[src/rtl/md_pkg.sv]
// Shared definitions for the M-extension issue path: FSM state encoding,
// funct3 opcodes and the divide-by-zero result helpers.
package md_pkg;

    typedef enum logic [1:0] {
        ST_IDLE  = 2'd0,
        ST_START = 2'd1,
        ST_WAIT  = 2'd2,
        ST_DONE  = 2'd3
    } md_state_e;

    localparam logic [2:0] F3_MUL    = 3'b000;
    localparam logic [2:0] F3_MULH   = 3'b001;
    localparam logic [2:0] F3_MULHSU = 3'b010;
    localparam logic [2:0] F3_MULHU  = 3'b011;
    localparam logic [2:0] F3_DIV    = 3'b100;
    localparam logic [2:0] F3_DIVU   = 3'b101;
    localparam logic [2:0] F3_REM    = 3'b110;
    localparam logic [2:0] F3_REMU   = 3'b111;

    // Any divide or remainder whose divisor is zero.
    function automatic logic is_divzero(input logic [2:0] funct3, input logic [31:0] rs2);
        return funct3[2] && (rs2 == 32'd0);
    endfunction

    // RISC-V divide-by-zero result: remainder returns the dividend, quotient all ones.
    function automatic logic [31:0] divzero_result(input logic [2:0] funct3, input logic [31:0] rs1);
        return ((funct3 == F3_REM) || (funct3 == F3_REMU)) ? rs1 : 32'hFFFF_FFFF;
    endfunction

endpackage

[src/rtl/md_issue_ctrl.sv]
// Issue controller for the multiply/divide unit: latch one M instruction, pulse
// the unit, wait out its busy flag, hand the result to writeback. Optional
// MD_DIVZERO_BYPASS_EN resolves divide-by-zero without starting the unit.
module md_issue_ctrl
    import md_pkg::*;
(
    input  logic        i_clk_n,
    input  logic        i_rst,
    input  logic        i_req_valid,
    output logic        o_req_ready,
    input  logic [2:0]  i_req_funct3,
    input  logic [31:0] i_req_rs1,
    input  logic [31:0] i_req_rs2,
    input  logic [4:0]  i_req_rd,
    output logic [31:0] o_md_a,
    output logic [31:0] o_md_b,
    output logic [2:0]  o_md_funct3,
    output logic        o_md_en,
    input  logic [31:0] i_md_result,
    input  logic        i_md_busy,
    output logic        o_wb_valid,
    input  logic        i_wb_ready,
    output logic [4:0]  o_wb_rd,
    output logic [31:0] o_wb_data,
    output logic        o_busy
);

    // Handshakes: a request transfers on a rising edge where i_req_valid and
    // o_req_ready are both high; a result transfers on an edge where o_wb_valid
    // and i_wb_ready are both high. Neither valid depends on its ready.

    md_state_e   state_q;
    logic [31:0] a_q;
    logic [31:0] b_q;
    logic [2:0]  funct3_q;
    logic [4:0]  rd_q;
    logic [31:0] data_q;
    logic        md_en_q;
    logic        wb_valid_q;
    logic        req_ready_q;
    logic        busy_q;

    always_ff @(posedge i_clk_n) begin
        if (i_rst) begin
            state_q     <= ST_IDLE;
            a_q         <= '0;
            b_q         <= '0;
            funct3_q    <= '0;
            rd_q        <= '0;
            data_q      <= '0;
            md_en_q     <= 1'b0;
            wb_valid_q  <= 1'b0;
            req_ready_q <= 1'b1;
            busy_q      <= 1'b0;
        end else begin
            md_en_q <= 1'b0;
            case (state_q)
                ST_IDLE: begin
                    if (i_req_valid) begin
                        a_q         <= i_req_rs1;
                        b_q         <= i_req_rs2;
                        funct3_q    <= i_req_funct3;
                        rd_q        <= i_req_rd;
                        req_ready_q <= 1'b0;
                        busy_q      <= 1'b1;
`ifdef MD_DIVZERO_BYPASS_EN
                        if (is_divzero(i_req_funct3, i_req_rs2)) begin
                            data_q     <= divzero_result(i_req_funct3, i_req_rs1);
                            wb_valid_q <= 1'b1;
                            state_q    <= ST_DONE;
                        end else
`endif
                        begin
                            md_en_q <= 1'b1;
                            state_q <= ST_START;
                        end
                    end
                end
                // The unit raises busy only after the enable edge, so START never looks at it.
                ST_START: begin
                    state_q <= ST_WAIT;
                end
                ST_WAIT: begin
                    if (!i_md_busy) begin
                        data_q     <= i_md_result;
                        wb_valid_q <= 1'b1;
                        state_q    <= ST_DONE;
                    end
                end
                ST_DONE: begin
                    if (i_wb_ready) begin
                        wb_valid_q  <= 1'b0;
                        req_ready_q <= 1'b1;
                        busy_q      <= 1'b0;
                        state_q     <= ST_IDLE;
                    end
                end
                default: begin
                    state_q <= ST_IDLE;
                end
            endcase
        end
    end

    // Operands are driven straight from the latches; the unit reads them live until capture.
    assign o_md_a      = a_q;
    assign o_md_b      = b_q;
    assign o_md_funct3 = funct3_q;
    assign o_md_en     = md_en_q;
    assign o_wb_valid  = wb_valid_q;
    assign o_wb_rd     = rd_q;
    assign o_wb_data   = data_q;
    assign o_req_ready = req_ready_q;
    assign o_busy      = busy_q;

endmodule
[config.mk]
export PLATFORM = sky130hd
export DESIGN_NAME = md_issue_ctrl
export DESIGN_NICKNAME = d
export VERILOG_FILES = /design/src/rtl/md_pkg.sv /design/src/rtl/md_issue_ctrl.sv
export SDC_FILE = /design/constraint.sdc
export NUM_CORES = 1
export LEC_CHECK = 0
export CAP_MARGIN = 25
export CELL_PAD_IN_SITES_DETAIL_PLACEMENT = 1
export CELL_PAD_IN_SITES_GLOBAL_PLACEMENT = 2
export CORE_ASPECT_RATIO = 1.2
export CORE_UTILIZATION = 21
export DETAILED_ROUTE_END_ITERATION = 12
export PLACE_DENSITY_LB_ADDON = 0.1
export SETUP_SLACK_MARGIN = 0.3
export SKIP_CTS_REPAIR_TIMING = 1
export SLEW_MARGIN = 5
export SYNTH_ARGS = -nofsm -noshare
export SYNTH_HDL_FRONTEND = slang
export SYNTH_SLANG_ARGS = --single-unit
export TNS_END_PERCENT = 1
[constraint.sdc]
create_clock -name i_clk_n -period 3.1 [get_ports i_clk_n]
set_clock_uncertainty 0.2 [all_clocks]
set_input_delay 0.62 -clock i_clk_n [delete_from_list [all_inputs] [get_ports i_clk_n]]
set_output_delay 0.62 -clock i_clk_n [all_outputs]
set_load 0.1 [all_outputs]
==> summary.txt, run 1 <==
Power
  • Register share of total power: 0.311
  • Gate power share: 0.467
  • Sw Share: 0.474
  • Clock power frac: 0.222
  • Maximum vdd drop: 0.000512 V
  • P_int: 2940 uW
  • Cell area power density: 884 mW/mm^2
  • Leakage power: 0.00253 uW
  • NetSw: 2650 uW

Job
  • MaxCap Viol Count: 0

Placed design
  • Gpl congestion: 0.676
  • DPL Wire Length: 9630 um
  • Pre-CTS setup slack: 0.860 ns
  • IO Port Bufs: 216

Logic synthesis
  • EDFF count, synth: 0
  • Most common cell in the netlist: nand2_1
  • Top post-synthesis cells by count: nand2_1 (209), dfxtp_1 (110), a21oi_1 (106)
  • Synthesized cell area: 0.00391 mm^2
  • Number of synthesized register bits: 110
  • Distinct cells, synth: 27
  • Share of the synthesized area in the top cell type: 0.564
  • Synth Warn #: 0
  • Most used DFF post-synth: dfxtp_1
  • Syn avg cell area: 7.97 um^2
  • Synth area leader: dfxtp_1
  • FFs w/ async S/R, synth: 0
  • Sequential share of the synthesized area: 0.564
  • Synth area leaders: dfxtp_1 (56%), nand2_1 (20%), a21oi_1 (14%), buf_2 (2.6%), ha_1 (1.3%)
  • Post-Syn Nets: 603
  • Syn Inst Count: 490

Critical path
  • CP delay by family, top: flip-flops
  • CP arrival: 1.06 ns
  • CP Capture Type: primary output
  • CP max FO: 4
  • Critical Path Slowest Stage Cell: dfxtp_1
  • Worst path cell trace: buf_4
  • Critical Path RT: 2.28 ns
  • CP peak stage delay: 0.39 ns
  • Critical path type: reg2out
  • Setup slack, reg-to-reg: 1.26 ns
  • Setup crit start kind: flop
  • Worst path buffer plus inverter count: 1

Timing
  • F_max: 0.531 GHz
  • Part of the cycle the worst path needs: 0.607
  • Max Slew Vio Count: 0
  • Final TNS setup: 0 ns
  • Max_slew headroom: 0.609
  • Final setup viols: 0
  • Fin worst setup slack: 1.22 ns
  • Worst-Margin Slew: 0.586 ns
  • Fin crit period: 1.88 ns
  • RSZ-0062 raised after global routing: no
  • Final hold violations: 0

Route
  • # DRC: 0
  • Final WL: 13700 um
  • Vias post-DR: 3958
  • Initial DRC Count: 91
  • Routed vias/inst: 4.32
  • Post-detailed-route wirelength per cell: 15.0 um
  • Drt pass-1 iters: 4
  • Post-route ant nets: 0

CTS
  • Worst-Skew Late Latency: 0.34 ns
  • CTS Buf Count: 9
  • Clock root cell: clkbuf_16
  • Clock-pin slew on the worst setup and hold paths: 0.07 ns
  • Maximum clock path buffer count: 2
  • Clock Sinks: 110
  • H-tree depth reported by CTS: 3
  • CTS tree: built

GRT
  • Top Usage Layer GRT: met2
  • Met2 global-route usage: 0.251
  • GRT Residual Overflow: 0
  • Gr usage total: 0.142
  • Vias in the first global route: 3995
  • Largest net degree at the start of global routing: 75
  • Global routing usage on met1: 0.160
  • Met3 Use GR: 0.0427
  • Initial antenna violation count: 0
  • First-pass GRT wire length: 20900 um

Floorplanning
  • Die height: 151 um
  • # IOs: 217
  • Row count: 54
  • Die area: 0.0192 mm^2
  • Core Area: 0.0182 mm^2
  • Die W: 127 um
  • Starting Density: 0.215

Min path
  • Hold Path Class: reg2reg

Final layout
  • Final net count: 802
  • N_diodes: 0
  • Layout cells sized above 1: 0.197
  • P&R area growth vs syn: 62.0%

Outcome
  • Outcome: finished clean
==> layout make-up <==
class / instances / area, um^2
clock buffers: 10 / 239
clock inverters: 4 / 72.6
fillers: 2165 / 11800
inverters: 2 / 7.51
multi-input cells: 343 / 1540
flip-flops and latches: 110 / 2200
well taps: 224 / 280
repair buffers: 223 / 1990
==> through the flow <==
stage                     std cells  cell area [um^2]  hold WS [ns]  power, uW  utilization
after floorplan                 490              3910         0.296       3730            -
after global placement          902              6020         0.242       4380        0.331
after detailed placement        902              6020         0.247       4420        0.331
after CTS                       916              6330         0.259       5700        0.348
after global routing            916              6330         0.274       5880        0.348
final                           916              6330         0.254       5600        0.348
==> logic make-up (layout without fill, tap and decap cells) <==
kind of cell,after synthesis,after routing,share of synthesized area
and+or+nand+nor,225,225,0.225
AOI/OAI and AO/OA,113,113,0.151
DFF,110,110,0.564
buffers and inverters,37,239,0.0448
adders and majority gates,4,4,0.0128
muxes,1,1,0.00288
==> worst min-delay path: stages, from the launching register on <==
cell and delay (ns):
dfxtp_1 0.31, nand2_1 0.05, a21oi_1 0.05
==> power groups by stage <==
stage / sequential [uW] / combinational [uW] / clock [uW]
3_3_place_gp: 1770 / 2620 / 0
4_1_cts: 1750 / 2650 / 1310
3_5_place_dp: 1780 / 2650 / 0
6_report: 1740 / 2610 / 1240
2_1_floorplan: 3190 / 541 / 0
5_1_grt: 1770 / 2750 / 1360
==> worst paths after layout <==
path | startpoint | to | cells after the start
worst max-delay path | o_wb_valid | o_wb_valid | 1
worst min-delay path | o_md_a[22] | o_md_a[22] | 2
worst max register to register | state_q[1] | o_wb_rd[3] | 6
worst min register to register | o_md_a[22] | o_md_a[22] | 2
==> sequential cells by signal, summed over array words and instances (netlist names) <==
name / flops
o_busy: 1
o_md_en: 1
o_md_a: 32
o_req_ready: 1
o_md_funct3: 3
o_wb_data: 32
o_md_b: 32
o_wb_valid: 1
o_wb_rd: 5
state_q: 2
==> cell usage in the layout (no fill, tap or decap), drive strengths merged <==
cell type	count
nand2	210
buf	116
dfxtp	110
clkdlybuf4s50	107
a21oi	106
clkbuf	10
nor2	4
ha	4
inv	2
nand2b	2
nor3	2
bufinv	2
nor2b	2
and2	1
or2b	1
and3	1
o21a	1
nand4	1
o31ai	1
a31o	1
nand4bb	1
o21ai	1
a2111oi	1
mux2	1
a211oi	1
a311oi	1
clkinvlp	1
clkinv	1
==> layer usage <==
| metal | vias up | wire length [um] |
|---|---|---|
| li1 | 1970 | - |
| met1 | 1851 | 5780 |
| met2 | 124 | 6750 |
| met3 | 13 | 995 |
| met4 | 0 | 217 |
| met5 | - | 0 |
Power figures use the tool's default switching activity.
==> inputs of run 2 (changes only) <==
Settings changed: CORE_UTILIZATION 21 to 18.
Clock period 3.1 ns to 1.6 ns, I/O delays scaled along.
==> run 2 against run 1 <==
Cell count grew 6.9%. First-iteration DRC count is 15% higher. Design area grew 33%. Largest power group unchanged. Total power grew 130%. Worst setup slack got worse by 1.2 ns. Sequential power up 110%. Die area rose by 16%. Clock-buffer cell count rose by 2. Hold slack got worse by 0.24 ns. Combinational power grew to 2.6 times the previous value. Clock power rose by 100%. Global-route usage shrank 1.1 points.
==> summary.txt, run 2 (synthesis results as in run 1) <==
Floorplanning
  • Row count: 58
  • # IOs: 217
  • Die area: 0.0223 mm^2
  • Core Area: 0.0211 mm^2
  • Die height: 163 um
  • Starting Density: 0.185
  • Die W: 137 um

Placed design
  • DPL Wire Length: 10600 um
  • IO Port Bufs: 216
  • Cells after DPL: 955
  • Pre-CTS setup slack: -0.252 ns
  • Gpl congestion: 0.706

Power
  • Sw Share: 0.439
  • Register share of total power: 0.286
  • Gate power share: 0.520
  • Clock power frac: 0.194
  • Leakage power: 0.00308 uW
  • NetSw: 5660 uW
  • Cell area power density: 1540 mW/mm^2
  • Maximum vdd drop: 0.000638 V
  • P_int: 7230 uW

Critical path
  • CP peak stage delay: 0.37 ns
  • RR Endpoint: o_wb_data[27]
  • CP Capture Type: flop
  • WP depth: 6
  • CP arrival: 1.58 ns
  • Setup crit start kind: flop
  • CP max FO: 17
  • Setup slack, reg-to-reg: 0.05 ns
  • Critical Path Slowest Stage Cell: dfxtp_4
  • Worst r2r path cells: 6
  • R2r startpoint: state_q[0]
  • Critical path type: reg2reg
  • Critical Path RT: 1.63 ns
  • CP delay by family, top: simple AND/OR/NAND/NOR gates
  • Worst path buffer plus inverter count: 2
  • Worst path cell trace: inv_4 > ha_4 > or2b_4 > buf_12 > nand2_2 > a21oi_1

Route
  • Vias post-DR: 4109
  • Routed vias/inst: 4.20
  • Post-detailed-route wirelength per cell: 15.8 um
  • Initial DRC Count: 105
  • Final WL: 15500 um
  • Post-route ant nets: 0
  • # DRC: 0
  • Drt pass-1 iters: 4

Final layout
  • Layout cells sized above 1: 0.380
  • Layout Cells excl Fill: 979
  • P&R area growth vs syn: 115%
  • Final net count: 817
  • Commonest non-fill, non-tap cells in the layout: nand2_1 (175), buf_12 (117), clkdlybuf4s50_1 (107)
  • Fill count: 2311
  • Commonest non-fill, non-tap cell in the layout: nand2_1

Min path
  • Hold Crit Depth: 2
  • Hold Path Origin: i_rst
  • Hold Path Class: in2reg
  • End of the worst hold path: o_wb_valid

Timing
  • Worst-Margin Slew: 0.358 ns
  • Part of the cycle the worst path needs: 0.969
  • Fin crit period: 1.55 ns
  • Final setup viols: 0
  • F_max: 0.645 GHz
  • Final hold violations: 0
  • Fin worst setup slack: 0.0501 ns
  • RSZ-0062 raised after global routing: yes
  • Max_slew headroom: 0.761
  • Max Slew Vio Count: 0

CTS
  • Clock-pin slew on the worst setup and hold paths: 0.07 ns
  • Maximum clock path buffer count: 2
  • Clock Sinks: 110
  • CTS Buf Count: 9
  • CTS tree: built
  • H-tree depth reported by CTS: 3
  • Clock root cell: clkbuf_16
  • Worst-Skew Late Latency: 0.34 ns

GRT
  • Top Usage Layer GRT: met2
  • Initial antenna violation count: 1
  • Met2 global-route usage: 0.228
  • Met3 Use GR: 0.0531
  • Vias in the first global route: 4230
  • Largest net degree at the start of global routing: 42
  • First-pass GRT wire length: 22500 um
  • Gr usage total: 0.131
  • GRT Residual Overflow: 0
  • Global routing usage on met1: 0.139

Outcome
  • Outcome: finished clean

Job
  • MaxCap Viol Count: 0
## run 2: changes by cell type in the layout (fill, tap and decap cells not counted), sizes merged
cell | previous run | this run
and2 | 1 | 2
buf | 116 | 125
clkbuf | 10 | 17
clkinv | 1 | 0
diode | 0 | 1
## run 2: worst max path at each step
stage / from / endpoint / slack, ns
after floorplan: state_q[0] / o_wb_valid / 0.15
after global placement: i_md_busy / o_wb_valid / -0.24
after detailed placement: i_md_busy / o_wb_valid / -0.25
after CTS: state_q[1] / o_md_b[0] / -0.08
after global routing: state_q[1] / o_wb_rd[4] / -0.03
final: state_q[0] / o_wb_data[27] / 0.05
## run 2: layout make-up
| cell class | count | area, um^2 | area share |
|---|---|---|---|
| diodes | 1 | 2.50 | 0.000298 |
| clock buffers | 12 | 258 | 0.0307 |
| clock inverters | 3 | 67.6 | 0.00805 |
| inverters | 2 | 12.5 | 0.00149 |
| multi-input cells | 344 | 1780 | 0.212 |
| flip-flops and latches | 110 | 2310 | 0.276 |
| well taps | 270 | 338 | 0.0403 |
| repair buffers | 237 | 3620 | 0.432 |
## run 2: routing by layer
| layer | vias up | wire, um | part of all wire |
|---|---|---|---|
| li1 | 2008 | - | - |
| met1 | 1960 | 5910 | 0.38 |
| met2 | 127 | 7940 | 0.51 |
| met3 | 14 | 1360 | 0.088 |
| met4 | 0 | 252 | 0.016 |
| met5 | - | 0 | 0 |
## run 2: power groups by stage
| stage | logic (uW) | clock network [uW] | registers [uW] |
|---|---|---|---|
| after global placement | 6210 | 0 | 3660 |
| after detailed placement | 6260 | 0 | 3690 |
| after global routing | 7010 | 2730 | 3740 |
| final | 6710 | 2500 | 3680 |
| after CTS | 6270 | 2630 | 3630 |
| after floorplan | 1230 | 0 | 6230 |
## run 2: through the flow
stage | util | hold WS (ns) | total power, uW | instance area (um^2) | TNS [ns]
4_1_cts | 0.375 | -0.00806 | 12500 | 7920 | -2.19
3_5_place_dp | 0.360 | 0.286 | 9950 | 7600 | -15.97
6_report | 0.397 | 0.0114 | 12900 | 8390 | 0
5_1_grt | 0.397 | 0.00255 | 13500 | 8390 | -0.642
3_3_place_gp | 0.360 | 0.280 | 9870 | 7600 | -13.22
2_1_floorplan | - | 0.256 | 7460 | 4050 | 0
==> inputs of run 3 (changes only) <==
Settings changed: MAX_ROUTING_LAYER set to met4, SKIP_CTS_REPAIR_TIMING 1 to not set.
==> run 3 against run 2 <==
Core utilization grew 0.45 points. Combinational power grew 3.3%. Total power grew 1.4%. Wire length shrank 0.38%. Non-clock buffer count grew 8. Worst setup slack lost 0.031 ns. Register-to-register slack lost 0.03 ns. Critical path depth is the same. Critical path type unchanged. Largest cell class unchanged.
==> summary.txt, run 3 (synthesis results as in run 1) <==
Min path
  • Hold Path Origin: i_rst
  • End of the worst hold path: o_busy
  • Hold Crit Depth: 2
  • Hold Path Class: in2reg

Final layout
  • Fill count: 2320
  • Commonest non-fill, non-tap cell in the layout: nand2_1
  • Commonest non-fill, non-tap cells in the layout: nand2_1 (182), buf_12 (121), clkdlybuf4s50_1 (107)
  • Final net count: 824
  • Layout cells sized above 1: 0.396
  • Finished layout cell area: 0.00849 mm^2
  • Final core utilization: 0.402
  • P&R area growth vs syn: 117%

Critical path
  • R2r startpoint: state_q[0]
  • Worst path cell trace: inv_4 > ha_4 > buf_4 > mux2_4 > a21oi_1 > a311oi_2
  • Critical path type: reg2reg
  • Worst path buffer plus inverter count: 2
  • Critical Path RT: 1.62 ns
  • RR Endpoint: o_busy
  • CP Capture Type: flop
  • CP peak stage delay: 0.37 ns
  • Setup slack, reg-to-reg: 0.02 ns
  • Setup crit start kind: flop
  • CP arrival: 1.60 ns
  • Worst r2r path cells: 6
  • CP max FO: 4
  • CP delay by family, top: flip-flops
  • Critical Path Slowest Stage Cell: dfxtp_4

CTS
  • Worst-Skew Late Latency: 0.35 ns
  • Maximum clock path buffer count: 2
  • CTS tree: built
  • H-tree depth reported by CTS: 3
  • Clock root cell: clkbuf_16
  • CTS Buf Count: 9
  • Clock Sinks: 110
  • Clock-pin slew on the worst setup and hold paths: 0.07 ns

Route
  • # DRC: 0
  • Vias post-DR: 4091
  • Routed vias/inst: 4.15
  • Drt pass-1 iters: 4
  • Final WL: 15400 um
  • Initial DRC Count: 77
  • Post-detailed-route wirelength per cell: 15.6 um
  • Post-route ant nets: 0

Floorplanning
  • Die W: 137 um
  • Core Area: 0.0211 mm^2
  • Die area: 0.0223 mm^2
  • Row count: 58
  • Die height: 163 um
  • Starting Density: 0.185
  • # IOs: 217

Power
  • NetSw: 5680 uW
  • Gate power share: 0.530
  • Clock power frac: 0.190
  • P_int: 7390 uW
  • Maximum vdd drop: 0.000552 V
  • Register share of total power: 0.280
  • Sw Share: 0.435
  • Leakage power: 0.00313 uW
  • Cell area power density: 1540 mW/mm^2

Timing
  • Final setup viols: 0
  • Fin crit period: 1.58 ns
  • Max Slew Vio Count: 0
  • Final hold violations: 0
  • Worst-Margin Slew: 0.326 ns
  • Max_slew headroom: 0.783
  • F_max: 0.633 GHz
  • Part of the cycle the worst path needs: 0.988
  • RSZ-0062 raised after global routing: yes

GRT
  • Gr usage total: 0.141
  • Largest net degree at the start of global routing: 42
  • Vias in the first global route: 4321
  • First-pass GRT wire length: 23200 um
  • GRT Residual Overflow: 0
  • Initial antenna violation count: 1

Outcome
  • Outcome: finished clean

Placed design
  • Placed inst area: 0.00760 mm^2
  • DPL Wire Length: 10600 um
  • Gpl congestion: 0.714
  • IO Port Bufs: 216

Job
  • MaxCap Viol Count: 0
## run 3: cell count changes in the layout (fill, tap and decap cells not counted), sizes merged
cell         delta
clkbuf          -2
dlygate4sd3     +1
and2            -1
buf             +9
## run 3: final cells by class
class / count / area (um^2) / share of cell area
Timing Repair Buffer: 245 / 3740 / 0.440
Sequential cell: 110 / 2300 / 0.271
Multi-Input combinational cell: 343 / 1770 / 0.209
Tap cell: 270 / 338 / 0.0398
Clock buffer: 12 / 258 / 0.0304
Clock inverter: 3 / 67.6 / 0.00796
Inverter: 2 / 12.5 / 0.00147
Antenna cell: 1 / 2.50 / 0.000295
## run 3: layer usage
layer  track usage  part of all wire  vias up  wire length (um)
met5             -                 0        -                 0
met4        0.0586             0.022        0               346
met3        0.0444             0.073       19              1120
met2         0.236              0.51      131              7910
met1         0.151              0.39     1916              6020
li1              -                 -     2025                 -
## run 3: worst max path at each step
| stage | startpoint | endpoint | slack, ns | depth (start not counted) |
|---|---|---|---|---|
| final | state_q[0] | o_busy | 0.02 | 6 |
| after global routing | state_q[0] | o_busy | -0.04 | 6 |
| after CTS | state_q[1] | o_wb_valid | 0.02 | 5 |
| after detailed placement | i_md_busy | o_wb_valid | -0.25 | 4 |
| after global placement | i_md_busy | o_wb_valid | -0.24 | 4 |
| after floorplan | state_q[0] | o_wb_valid | 0.15 | 5 |
## run 3: worst reg2reg max path, delay by kind of cell (launching register included)
| family | cells | cell delay (ns) |
|---|---|---|
| adder cells (fa/ha/maj) | 1 | 0.17 |
| flip-flops | 1 | 0.37 |
| buffers and inverters | 2 | 0.19 |
| multiplexers | 1 | 0.29 |
| AO/OA/AOI/OAI | 2 | 0.24 |
## run 3: stage by stage
stage	worst slack, ns	hold WS [ns]	total power, uW	setup TNS [ns]	instances
after floorplan	0.147	0.256	7460	0	490
after global placement	-0.241	0.280	9870	-13.22	955
after detailed placement	-0.252	0.286	9950	-15.97	955
after CTS	0.0248	0.000643	12900	0	982
after global routing	-0.0413	0.0135	13700	-0.397	986
final	0.0191	0.0138	13100	0	986
## run 3: power groups by stage
stage	Clock (uW)	Combinational (uW)	Sequential (uW)
after floorplan	0	1230	6230
after global placement	0	6210	3660
after detailed placement	0	6260	3690
after CTS	2630	6700	3610
after global routing	2740	7250	3710
final	2490	6930	3660
## run 3: repair_timing
| item | CTS | global route |
|---|---|---|
| hold endpoints to repair | 1 | 0 |
| buffers inserted | 8 | 0 |
| pin swaps | 6 | 28 |
| gates cloned | 3 | 3 |
| gates resized for setup | 9 | 123 |
| hold buffers | 1 | 0 |
| setup endpoints to repair | 218 | 218 |
